[src/rtl/mram_seq_ctrl.sv]
// MRAM command sequencer: accepts one read/write command at a time and drives the
// address/data shift-in, MRAM strobes, read access wait, load and serial shift-out.
module mram_seq_ctrl #(
    parameter int DATA_W  = 16,
    parameter int ADDR_W  = 20,
    parameter int RD_WAIT = 1,
    parameter int WR_CYC  = 1
) (
    input  logic                clk,
    input  logic                rst,
    input  logic                cmd_valid,
    output logic                cmd_ready,
    input  logic                cmd_we,
    input  logic [DATA_W/8-1:0] cmd_be,
    input  logic                abort,
    output logic                done,
    output logic                data_en,
    output logic                addr_en,
    output logic                send_data,
    output logic                load,
    output logic                data_in_from_MRAM_en,
    output logic                chip_en,
    output logic                write_en,
    output logic                out_en,
    output logic [DATA_W/8-1:0] byte_en_n
);

    localparam int BYTES     = DATA_W / 8;
    localparam int SHIFT_MAX = (DATA_W > ADDR_W) ? DATA_W : ADDR_W;
    localparam int LEN_A     = (SHIFT_MAX > RD_WAIT + 1) ? SHIFT_MAX : RD_WAIT + 1;
    localparam int MAX_LEN   = (LEN_A > WR_CYC) ? LEN_A : WR_CYC;
    localparam int CNT_W     = $clog2(MAX_LEN + 1);

    localparam logic [CNT_W-1:0] ADDR_LEN  = CNT_W'(ADDR_W);
    localparam logic [CNT_W-1:0] DATA_LEN  = CNT_W'(DATA_W);
    localparam logic [CNT_W-1:0] ADDR_LAST = CNT_W'(ADDR_W - 1);
    localparam logic [CNT_W-1:0] DATA_LAST = CNT_W'(DATA_W - 1);
    localparam logic [CNT_W-1:0] WR_LAST   = CNT_W'(WR_CYC - 1);
    localparam logic [CNT_W-1:0] RD_LAST   = CNT_W'(RD_WAIT);

    typedef enum logic [2:0] {
        IDLE      = 3'd0,
        NOP       = 3'd1,
        SHIFT_IN  = 3'd2,
        WR_STROBE = 3'd3,
        RD_ACCESS = 3'd4,
        RD_LOAD   = 3'd5,
        SHIFT_OUT = 3'd6,
        DONE      = 3'd7
    } state_t;

    state_t             state_q, state_d;
    logic [CNT_W-1:0]   cnt_q, cnt_d;
    logic               we_q, we_d;
    logic [BYTES-1:0]   be_q, be_d;

    logic               cmd_ready_q, cmd_ready_d;
    logic               done_q, done_d;
    logic               data_en_q, data_en_d;
    logic               addr_en_q, addr_en_d;
    logic               send_data_q, send_data_d;
    logic               load_q, load_d;
    logic               dimen_q, dimen_d;
    logic               chip_en_q, chip_en_d;
    logic               write_en_q, write_en_d;
    logic               out_en_q, out_en_d;
    logic [BYTES-1:0]   byte_en_n_q, byte_en_n_d;

    logic [CNT_W-1:0]   shift_last;
    logic [CNT_W-1:0]   out_last;

    // Shift-out length in bits: 8 per selected byte lane.
    function automatic logic [CNT_W-1:0] lane_bits(input logic [BYTES-1:0] be);
        logic [CNT_W-1:0] n;
        n = '0;
        for (int i = 0; i < BYTES; i++) begin
            n = n + CNT_W'(be[i]);
        end
        return n << 3;
    endfunction

    always_comb begin
        shift_last = ADDR_LAST;
        if (we_q && (DATA_LAST > ADDR_LAST)) begin
            shift_last = DATA_LAST;
        end
        out_last = lane_bits(be_q) - 1'b1;
    end

    // Handshake: a command is taken on any edge where cmd_valid && cmd_ready are both
    // high; cmd_ready is only high in IDLE and the cmd_* inputs are latched at that edge.
    always_comb begin
        state_d = state_q;
        we_d    = we_q;
        be_d    = be_q;

        unique case (state_q)
            IDLE: begin
                if (cmd_valid && cmd_ready_q) begin
                    we_d    = cmd_we;
                    be_d    = cmd_be;
                    state_d = (cmd_be == '0) ? NOP : SHIFT_IN;
                end
            end
            NOP:       state_d = DONE;
            SHIFT_IN: begin
                if (cnt_q == shift_last) begin
                    state_d = we_q ? WR_STROBE : RD_ACCESS;
                end
            end
            WR_STROBE: begin
                if (cnt_q == WR_LAST) begin
                    state_d = DONE;
                end
            end
            RD_ACCESS: begin
                if (cnt_q == RD_LAST) begin
                    state_d = RD_LOAD;
                end
            end
            RD_LOAD:   state_d = SHIFT_OUT;
            SHIFT_OUT: begin
                if (cnt_q == out_last) begin
                    state_d = DONE;
                end
            end
            DONE:      state_d = IDLE;
            default:   state_d = IDLE;
        endcase

        if (abort && (state_q != IDLE)) begin
            state_d = IDLE;
        end

        // Counter restarts on every state entry and idles at zero.
        if ((state_d != state_q) || (state_d == IDLE)) begin
            cnt_d = '0;
        end else begin
            cnt_d = cnt_q + 1'b1;
        end
    end

    // Outputs are decoded from the next state so they are registered yet cycle-aligned.
    always_comb begin
        cmd_ready_d = (state_d == IDLE);
        done_d      = 1'b0;
        data_en_d   = 1'b0;
        addr_en_d   = 1'b0;
        send_data_d = 1'b0;
        load_d      = 1'b0;
        dimen_d     = 1'b0;
        chip_en_d   = 1'b1;
        write_en_d  = 1'b1;
        out_en_d    = 1'b1;
        byte_en_n_d = '1;

        unique case (state_d)
            SHIFT_IN: begin
                addr_en_d = (cnt_d < ADDR_LEN);
                data_en_d = we_d && (cnt_d < DATA_LEN);
            end
            WR_STROBE: begin
                send_data_d = 1'b1;
                chip_en_d   = 1'b0;
                write_en_d  = 1'b0;
                byte_en_n_d = ~be_d;
            end
            RD_ACCESS: begin
                send_data_d = 1'b1;
                chip_en_d   = 1'b0;
                out_en_d    = 1'b0;
                byte_en_n_d = ~be_d;
            end
            RD_LOAD: begin
                load_d      = 1'b1;
                dimen_d     = 1'b1;
                chip_en_d   = 1'b0;
                out_en_d    = 1'b0;
                byte_en_n_d = ~be_d;
            end
            SHIFT_OUT: begin
                send_data_d = 1'b1;
                dimen_d     = 1'b1;
            end
            DONE:    done_d = 1'b1;
            default: ;
        endcase
    end

    always_ff @(posedge clk) begin
        if (rst) begin
            state_q     <= IDLE;
            cnt_q       <= '0;
            we_q        <= 1'b0;
            be_q        <= '0;
            cmd_ready_q <= 1'b0;
            done_q      <= 1'b0;
            data_en_q   <= 1'b0;
            addr_en_q   <= 1'b0;
            send_data_q <= 1'b0;
            load_q      <= 1'b0;
            dimen_q     <= 1'b0;
            chip_en_q   <= 1'b1;
            write_en_q  <= 1'b1;
            out_en_q    <= 1'b1;
            byte_en_n_q <= '1;
        end else begin
            state_q     <= state_d;
            cnt_q       <= cnt_d;
            we_q        <= we_d;
            be_q        <= be_d;
            cmd_ready_q <= cmd_ready_d;
            done_q      <= done_d;
            data_en_q   <= data_en_d;
            addr_en_q   <= addr_en_d;
            send_data_q <= send_data_d;
            load_q      <= load_d;
            dimen_q     <= dimen_d;
            chip_en_q   <= chip_en_d;
            write_en_q  <= write_en_d;
            out_en_q    <= out_en_d;
            byte_en_n_q <= byte_en_n_d;
        end
    end

    assign cmd_ready            = cmd_ready_q;
    assign done                 = done_q;
    assign data_en              = data_en_q;
    assign addr_en              = addr_en_q;
    assign send_data            = send_data_q;
    assign load                 = load_q;
    assign data_in_from_MRAM_en = dimen_q;
    assign chip_en              = chip_en_q;
    assign write_en             = write_en_q;
    assign out_en               = out_en_q;
    assign byte_en_n            = byte_en_n_q;

endmodule

[config.mk]
export PLATFORM = sky130hd
export DESIGN_NAME = mram_seq_ctrl
export DESIGN_NICKNAME = d
export VERILOG_FILES = /design/src/rtl/mram_seq_ctrl.sv
export SDC_FILE = /design/constraint.sdc
export NUM_CORES = 1
export LEC_CHECK = 0
export ABC_AREA = 1
export BUFFER_PORTS_ARGS = -buffer_cell sky130_fd_sc_hd__clkbuf_2
export CAP_MARGIN = 20
export CORE_ASPECT_RATIO = 1.5
export CORE_MARGIN = 5
export CORE_UTILIZATION = 35
export CTS_BUF_LIST = sky130_fd_sc_hd__clkbuf_8
export DETAILED_ROUTE_END_ITERATION = 16
export GPL_ROUTABILITY_DRIVEN = 1
export SYNTH_ARGS = -nofsm -noshare
export SYNTH_HDL_FRONTEND = slang
export SYNTH_SLANG_ARGS = --single-unit
[constraint.sdc]
create_clock -name clk -period 2.05 [get_ports clk]
set_input_delay 0.1025 -clock clk [delete_from_list [all_inputs] [get_ports clk]]
set_output_delay 0.1025 -clock clk [all_outputs]
set_load 0.02 [all_outputs]
==> flow_metrics.tcl, run 1 <==
set metrics [dict create \
    wire_per_inst_um 10.4 \
    htreeDepth 1 \
    post-place-ws_ns 0.158 \
    wl_um 2340 \
    ys_types 26 \
    final_area_um2 1390 \
    dp_hpwl_um 1950 \
    final.setup.worst_slack_ns 0.229 \
    ys_seq_elements 23 \
    start_util 0.357 \
    synthCells 163 \
    outcome "complete, no violations" \
    synth_flop_cell "dfxtp_1" \
    grt.overflow.total 0 \
    drv_cap 0 \
    critical_path.top_delay_family "simple AND/OR/NAND/NOR gates" \
    vias 1009 \
    worst_hold_path_type "in -> reg" \
    crit_chain "ha_1, nand2_1, nor3_2, nand3_1, nand2_2, nand3_4, nor2_4, nand2_4, nand2_2, inv_2, or2_1" \
    start_kind "flop" \
    core-area_um2 3380 \
    cts_made_buffers 3 \
    drc 0 \
    grtUsageTotal 0.114 \
    grt_pass1_wl_um 4110 \
    drive_gt1_frac 0.251 \
    syn_nets 174 \
    synth_top_cell_area_share 0.382 \
    seq_area_frac_synth 0.382 \
    dr.pass1.iters 4 \
    finalSetupViolations 0 \
    cpPeakStageDelay_ns 0.40 \
    num-nets-final 195 \
    cts_tree "built" \
    grt_max_degree 15 \
    power_leakage_nw 0.691 \
    io_buffers 18 \
    cp_num_buf_inv 1 \
    viasPerCell 4.48 \
    critPathSlowestCell "dfxtp_1" \
    die_area_um2 4740 \
    yosysMostFrequentCell "nand2_1" \
    dpl_cell_area_um2 1330 \
    fp.dieH_um 81.9 \
    finalMaxSlewViolations 0 \
    arrival_ns 1.99 \
    path_class "reg -> reg" \
    diodes 0 \
    ys_warn_count 0 \
    insertion_delay_ns 0.27 \
    max_freq_mhz 549 \
    crit_required_ns 2.22 \
    synth-edff-count 0 \
    power.density_nw_per_um2 1370 \
    total_power_mw 1.89 \
    cpMostUsedCell "nand2_2" \
    clk_pin_slew_ns 0.09 \
    fin_tns_setup_ns 0 \
    routabilityCongestion 0.872 \
    worst_slew_pin_slew_ns 0.351 \
    drtIter0Drc 18 \
    peakVddDrop_uv 584 \
    clk_path_buf_depth 2 \
    cp-end-kind "flop" \
    cts_root_buf "clkbuf_8" \
    post-route-period-util 0.888 \
    grt_pass1_vias 978 \
    clock_sinks 23 \
    syn2layout_area_growth_pct 14.9 \
    grt_antenna_before_repair 0 \
    fin_crit_ns 1.82 \
    hold_viol_final 0 \
    ys_async_sr_fraction 0 \
    syn_avg_cell_area_um2 7.40 \
    rsz0062_at_grt "no" \
    hold_ws_ns 0.138 \
    synth_area_leaders "dfxtp_1 38%, nand2_1 12%, inv_1 6.8%, nor2_1 6.8%, ha_1 4.1%" \
    final.fill_count 390 \
    clock_skew_ns 0.00438 \
    yosys-top-cells-count "40 x nand2_1, 23 x dfxtp_1, 22 x inv_1, 22 x nor2_1, 10 x nand3_1" \
    die_width_um 57.9 \
    crit_fanout 5 \
    synth_top_area_cell "dfxtp_1" \
    rows 26 \
    relSlewSlack 0.766 \
    synth_area_um2 1210 \
    postRouteAntennaNets 0 \
    ios 19 \
]
cell usage in the layout (no fill, tap or decap):
cell type / n
nand4_1: 1
nor2_1: 22
nor2_4: 2
nor3_2: 2
nand2_4: 2
or2_1: 2
clkinvlp_4: 1
nand3b_2: 1
nand2_2: 4
inv_2: 4
ha_1: 4
nor4_1: 1
clkbuf_8: 3
nor3_1: 2
a21oi_1: 2
o21ai_0: 5
inv_1: 22
clkbuf_2: 18
xor2_1: 3
a21oi_2: 1
nor2_2: 2
nor2_8: 1
nand2_1: 40
nand3_2: 3
nand3_4: 2
nand3_1: 10
dfxtp_1: 23
worst paths after layout:
check,from,endpoint,slack (ns),depth (start not counted)
worst min-delay path,cmd_be[0],be_q[0]$_SDFF_PP0_,0.14,3
worst min register to register,cnt_q[0]$_SDFF_PP0_,cnt_q[0]$_SDFF_PP0_,0.49,1
worst max register to register,cnt_q[0]$_SDFF_PP0_,byte_en_n[1]$_SDFF_PP1_,0.23,11
worst max-delay path,cnt_q[0]$_SDFF_PP0_,byte_en_n[1]$_SDFF_PP1_,0.23,11
through the flow:
stage | cells | utilization
floorplan | 163 | -
global placement | 221 | 0.394
detailed placement | 221 | 0.394
CTS | 225 | 0.408
global route | 225 | 0.410
finish | 225 | 0.410
report_power, final:
group          total [mW]  internal [mW]  switching, mW
Combinational       0.978          0.312          0.667
Sequential          0.625          0.541         0.0844
Clock               0.290          0.138          0.152
registers in the layout, summed over array words and instances, names as in the netlist:
name and count:
out_en 1, byte_en_n 2, be_q 2, write_en 1, data_in_from_MRAM_en 1, data_en 1, state_q 3, done 1
we_q 1, load 1, addr_en 1, send_data 1, chip_en 1, cnt_q 5, cmd_ready 1
timing repair:
item / 4_1_cts / 5_1_grt
buffers inserted: 0 / 0
setup endpoints to repair: 0 / 8
resized for setup: 0 / 1
hold buffers: 0 / 0
tightest hold or removal path, stage by stage:
cell      delay (ns)
clkbuf_2        0.08
o21ai_0         0.10
nor2_1          0.09
final cells by class:
type | count | area, um2 | area share
multi-input cells | 112 | 637 | 0.459
flip-flops and latches | 23 | 460 | 0.332
inverters | 26 | 97.6 | 0.0704
repair buffers | 18 | 90.1 | 0.0650
well taps | 42 | 52.6 | 0.0379
clock buffers | 3 | 41.3 | 0.0298
clock inverters | 1 | 7.51 | 0.00542
per-layer routing:
metal / up-vias / GRT usage / routed length, um / share of wire
met1: 440 / 0.119 / 937 / 0.40
met3: 8 / 0.0189 / 94 / 0.040
met2: 18 / 0.206 / 1220 / 0.52
met4: 0 / 0.0789 / 93 / 0.040
met5: - / 0 / 0 / 0
li1: 543 / - / - / -
cells by family (layout without fill, tap and decap cells):
group	after synthesis	count (layout)	share of synthesized area
flip-flops	23	23	0.382
adder cells (fa/ha/maj)	4	4	0.0415
buffers and inverters	28	48	0.0944
AO/OA/AOI/OAI	8	8	0.0363
AND/OR/NAND/NOR	97	97	0.424
XOR/XNOR	3	3	0.0218
No activity file was read; power rests on OpenSTA's default activity.
==> run 2, diff against run 1 <==
--- a/config.mk
+++ b/config.mk
@@ -14,6 +14,7 @@
 export CTS_BUF_LIST = sky130_fd_sc_hd__clkbuf_8
 export DETAILED_ROUTE_END_ITERATION = 16
 export GPL_ROUTABILITY_DRIVEN = 1
+export RECOVER_POWER = 100
 export SYNTH_ARGS = -nofsm -noshare
 export SYNTH_HDL_FRONTEND = slang
 export SYNTH_SLANG_ARGS = --single-unit
==> run 2 against run 1 <==
Net effect:
- design area shrank 1.6%
- non-clock buffer count unchanged
- global-route usage is the same
- die area did not move
- via count barely moved
- critical endpoint unchanged
- largest cell class unchanged
==> flow_metrics.tcl, run 2 (synthesis results as in run 1) <==
set metrics [dict create \
    cts_root_buf "clkbuf_8" \
    power.density_nw_per_um2 1370 \
    clock_skew_ns 0.00400 \
    viasPerCell 4.49 \
    largestRegisters "cnt_q x5, state_q x3" \
    cts_hold_buf 0 \
    grt_pass1_wl_um 4110 \
    routabilityCongestion 0.872 \
    grtUsageTotal 0.114 \
    final_common_cell "nand2_1" \
    holdPathEnd "be_q[0]$_SDFF_PP0_" \
    drc 0 \
    cp-end-kind "flop" \
    insertion_delay_ns 0.27 \
    die_area_um2 4740 \
    cts_tree "built" \
    crit_start "cnt_q[0]$_SDFF_PP0_" \
    timing.rr.start "cnt_q[0]$_SDFF_PP0_" \
    seqCellArea_um2 460 \
    outcome "complete, no violations" \
    postRouteAntennaNets 0 \
    fin_cells 225 \
    r2r-end "byte_en_n[1]$_SDFF_PP1_" \
    rows 26 \
    hold_ws_ns 0.138 \
    fin_crit_ns 1.83 \
    dr.pass1.iters 4 \
    total_power_mw 1.86 \
    crit_required_ns 2.22 \
    multi_input_area_um2 629 \
    start_util 0.357 \
    whs_path_depth 3 \
    final.fill_count 393 \
    drive_gt1_frac 0.164 \
    core-area_um2 3380 \
    syn2layout_area_growth_pct 13.1 \
    clk_pin_slew_ns 0.09 \
    diodes 0 \
    rsz0062_at_grt "no" \
    die_width_um 57.9 \
    cts_made_buffers 3 \
    worst_slew_pin_slew_ns 0.351 \
    peakVddDrop_uv 579 \
    wl_um 2360 \
    vias 1010 \
    finalSetupViolations 0 \
    fp.dieH_um 81.9 \
    num-nets-final 195 \
    rrSetupSlack_ns 0.22 \
    ios 19 \
    regMostFlops "cnt_q" \
    power_leakage_nw 0.655 \
    path_class "reg -> reg" \
    worst_hold_path_type "in -> reg" \
    max_freq_mhz 546 \
    hold_viol_final 0 \
    start_kind "flop" \
    largest_reg_flops 5 \
    grt_antenna_before_repair 0 \
    post-route-period-util 0.894 \
    hp-start "cmd_be[0]" \
    grt.overflow.total 0 \
    grt_max_degree 15 \
    worst-r2r-cell-count 11 \
    clock_sinks 23 \
    finalMaxSlewViolations 0 \
    fin_tns_setup_ns 0 \
    grt_pass1_vias 978 \
    htreeDepth 1 \
    dp_cells 221 \
    relSlewSlack 0.766 \
    clk_path_buf_depth 2 \
    io_buffers 18 \
    drv_cap 0 \
    layout_common_cells "41 x nand2_1, 24 x inv_1, 23 x dfxtp_1" \
    wire_per_inst_um 10.5 \
    dp_hpwl_um 1950 \
    drtIter0Drc 23 \
    final_core_util 0.403 \
    arrival_ns 2.00 \
    crit_fanout 5 \
]
-- run 2: cell counts in the layout (fill, tap and decap cells not counted) --
Identical to the previous run, type by type.
-- run 2: repair_timing --
action	4_1_cts	5_1_grt
gates resized for setup	0	1
buffers inserted	0	0
endpoints found under the setup margin	0	8
-- run 2: report_power, final --
part           internal (mW)  switching, mW
logic                  0.295          0.656
clock network          0.138          0.152
registers              0.541         0.0828
total                  0.974          0.890
-- run 2: how the worst max path moves through the flow --
stage                                    endpoint  cells after the start  slack, ns
after floorplan           byte_en_n[0]$_SDFF_PP1_                     11       0.33
after global placement    byte_en_n[1]$_SDFF_PP1_                     11       0.20
after detailed placement  byte_en_n[0]$_SDFF_PP1_                     11       0.16
after CTS                 byte_en_n[0]$_SDFF_PP1_                     11       0.14
after global routing           data_en$_SDFF_PP0_                     13       0.03
final                     byte_en_n[1]$_SDFF_PP1_                     11       0.22
-- run 2: metal layers --
metal	vias up	global-route usage	part of all wire
met1	437	0.119	0.41
met2	21	0.206	0.52
met5	-	0	0
li1	544	-	-
met4	0	0.0789	0.039
met3	8	0.0189	0.039
-- run 2: metrics by stage --
step           worst slack [ns]  area [um2]
3_3_place_gp              0.195        1330
6_report                  0.217        1360
3_5_place_dp              0.158        1330
5_1_grt                  0.0302        1360
4_1_cts                   0.136        1380
2_1_floorplan             0.326        1210
-- run 2: worst max-delay path: stages, from the launching register on --
cell	delay [ns]
dfxtp_1	0.40
ha_1	0.23
nand2_1	0.09
nor3_2	0.14
nand3_1	0.11
nand2_2	0.12
nand3_4	0.11
nor2_4	0.16
nand2_4	0.07
nand2_1	0.06
inv_1	0.05
or2_1	0.19
-- run 2: layout make-up --
cell class | count | area share
well taps | 42 | 0.0385
flip-flops and latches | 23 | 0.338
multi-input cells | 112 | 0.461
clock buffers | 3 | 0.0303
inverters | 26 | 0.0716
clock inverters | 1 | 0.00550
repair buffers | 18 | 0.0550
==> run 3, diff against run 2 <==
--- a/config.mk
+++ b/config.mk
@@ -10,11 +10,12 @@
 export CAP_MARGIN = 20
 export CORE_ASPECT_RATIO = 1.5
 export CORE_MARGIN = 5
-export CORE_UTILIZATION = 35
+export CORE_UTILIZATION = 40
 export CTS_BUF_LIST = sky130_fd_sc_hd__clkbuf_8
 export DETAILED_ROUTE_END_ITERATION = 16
 export GPL_ROUTABILITY_DRIVEN = 1
 export RECOVER_POWER = 100
+export SLEW_MARGIN = 20
 export SYNTH_ARGS = -nofsm -noshare
 export SYNTH_HDL_FRONTEND = slang
 export SYNTH_SLANG_ARGS = --single-unit
==> run 3 against run 2 <==
Net effect:
- final cell count shrank 1.3%
- critical path depth grew 1
- sequential share of layout area shrank 0.093 points
- first-iteration DRC count shrank 70%
==> flow_metrics.tcl, run 3 (synthesis results as in run 1) <==
set metrics [dict create \
    outcome "complete, no violations" \
    arrival_ns 2.03 \
    start_kind "flop" \
    drv_cap 0 \
    regMostFlops "cnt_q" \
    cp-end-kind "flop" \
    start_util 0.414 \
    grt.overflow.total 0 \
    pwr-share-seq 0.332 \
    worst_slew_pin_slew_ns 0.377 \
    grt_pass1_vias 1002 \
    grt_max_degree 15 \
    crit_required_ns 2.20 \
    clk_pin_slew_ns 0.08 \
    insertion_delay_ns 0.26 \
    whs_path_depth 3 \
    final.fill_count 323 \
    syn2layout_area_growth_pct 13.4 \
    peakVddDrop_uv 595 \
    htreeDepth 1 \
    power_leakage_nw 0.655 \
    ios 19 \
    num-nets-final 195 \
    fp.dieH_um 77.3 \
    final_area_um2 1370 \
    cts_root_buf "clkbuf_8" \
    wire_per_inst_um 11.0 \
    cts_tree "built" \
    p_comb_frac 0.518 \
    final.setup.worst_slack_ns 0.172 \
    p_clk_frac 0.150 \
    clock_sinks 23 \
    path_class "reg -> reg" \
    fin_tns_setup_ns 0 \
    vias 1005 \
    cpPeakStageDelay_ns 0.40 \
    fin_cells 222 \
    largest_reg_flops 5 \
    core-area_um2 2910 \
    power.density_nw_per_um2 1380 \
    grt_pass1_wl_um 4110 \
    dr.pass1.iters 4 \
    dpl_cell_area_um2 1330 \
    cts_made_buffers 3 \
    relSlewSlack 0.748 \
    finalMaxSlewViolations 0 \
    rows 24 \
    postRouteAntennaNets 0 \
    largestRegisters "cnt_q x5, state_q x3" \
    wl_um 2430 \
    grt_antenna_before_repair 0 \
    finalSetupViolations 0 \
    fin_crit_ns 1.88 \
    power.internal_mw 0.977 \
    final_common_cell "nand2_1" \
    die_width_um 54.8 \
    max_freq_mhz 532 \
    worst-r2r-cell-count 12 \
    drive_gt1_frac 0.180 \
    critPathSlowestCell "dfxtp_1" \
    drtIter0Drc 7 \
    post-place-ws_ns 0.151 \
    clk_path_buf_depth 2 \
    swShare 0.482 \
    dp_cells 218 \
    post-route-period-util 0.916 \
    hold_viol_final 0 \
    hold_ws_ns 0.125 \
    worst_hold_path_type "in -> reg" \
    crit_fanout 8 \
    cts_hold_buf 0 \
    grtUsageTotal 0.128 \
    drc 0 \
    p_switching_mw 0.910 \
    viasPerCell 4.53 \
    layout_common_cells "40 x nand2_1, 23 x inv_1, 23 x dfxtp_1" \
    dp_hpwl_um 2010 \
    cpMostUsedCell "nand2_1" \
    die_area_um2 4240 \
    routabilityCongestion 0.893 \
    diodes 0 \
    io_buffers 18 \
    clock_skew_ns 0.00118 \
    crit_chain "inv_1, nand2_2, nor2_4, nor2_2, a21oi_2, nand2_4, nand2_1, nand2_1, nand2_1, nand3_2, nand2_1, nor2_1" \
]
[run 3: cell counts in the layout (fill, tap and decap cells not counted)]
Identical to the previous run, type by type.
[run 3: worst paths after layout]
check | slack, ns | end | from
max | 0.17 | data_en$_SDFF_PP0_ | state_q[0]$_SDFF_PP0_
min | 0.13 | we_q$_SDFF_PP0_ | cmd_we
max reg2reg | 0.17 | data_en$_SDFF_PP0_ | state_q[0]$_SDFF_PP0_
min reg2reg | 0.49 | cnt_q[0]$_SDFF_PP0_ | cnt_q[0]$_SDFF_PP0_
[run 3: routing by layer]
layer | part of all wire | GRT usage
met5 | 0 | 0
met4 | 0.023 | 0.0449
met3 | 0.050 | 0.0233
met2 | 0.55 | 0.235
met1 | 0.37 | 0.136
[run 3: power by group through the flow]
stage / sequential [mW] / combinational (mW) / clock [mW]
6_report: 0.626 / 0.978 / 0.283
5_1_grt: 0.640 / 1.11 / 0.308
4_1_cts: 0.629 / 1.00 / 0.294
3_5_place_dp: 0.639 / 0.998 / 0
3_3_place_gp: 0.634 / 0.987 / 0
2_1_floorplan: 0.667 / 0.769 / 0
[run 3: critical path: cells and delay by family, from the launching register on]
family	cells	cell delay [ns]
simple gates	10	0.99
flops	1	0.40
buf+inv	1	0.19
compound gates	1	0.19
[run 3: cell type report]
cell class	count	area (um2)	share of cell area
clock inverters	1	7.51	0.00549
multi-input cells	112	637	0.466
inverters	26	97.6	0.0714
flip-flops and latches	23	460	0.337
repair buffers	18	75.1	0.0549
well taps	39	48.8	0.0357
clock buffers	3	41.3	0.0302
[run 3: per-stage QoR]
step,util,total power [mW]
after detailed placement,0.456,1.64
after global placement,0.456,1.62
final,0.470,1.89
after floorplan,-,1.44
after CTS,0.473,1.92
after global routing,0.470,2.05
[run 3: what timing repair did]
action / CTS / global route
setup endpoints to repair: 0 / 9
gates resized for setup: 0 / 1
setup buffers: 0 / 0
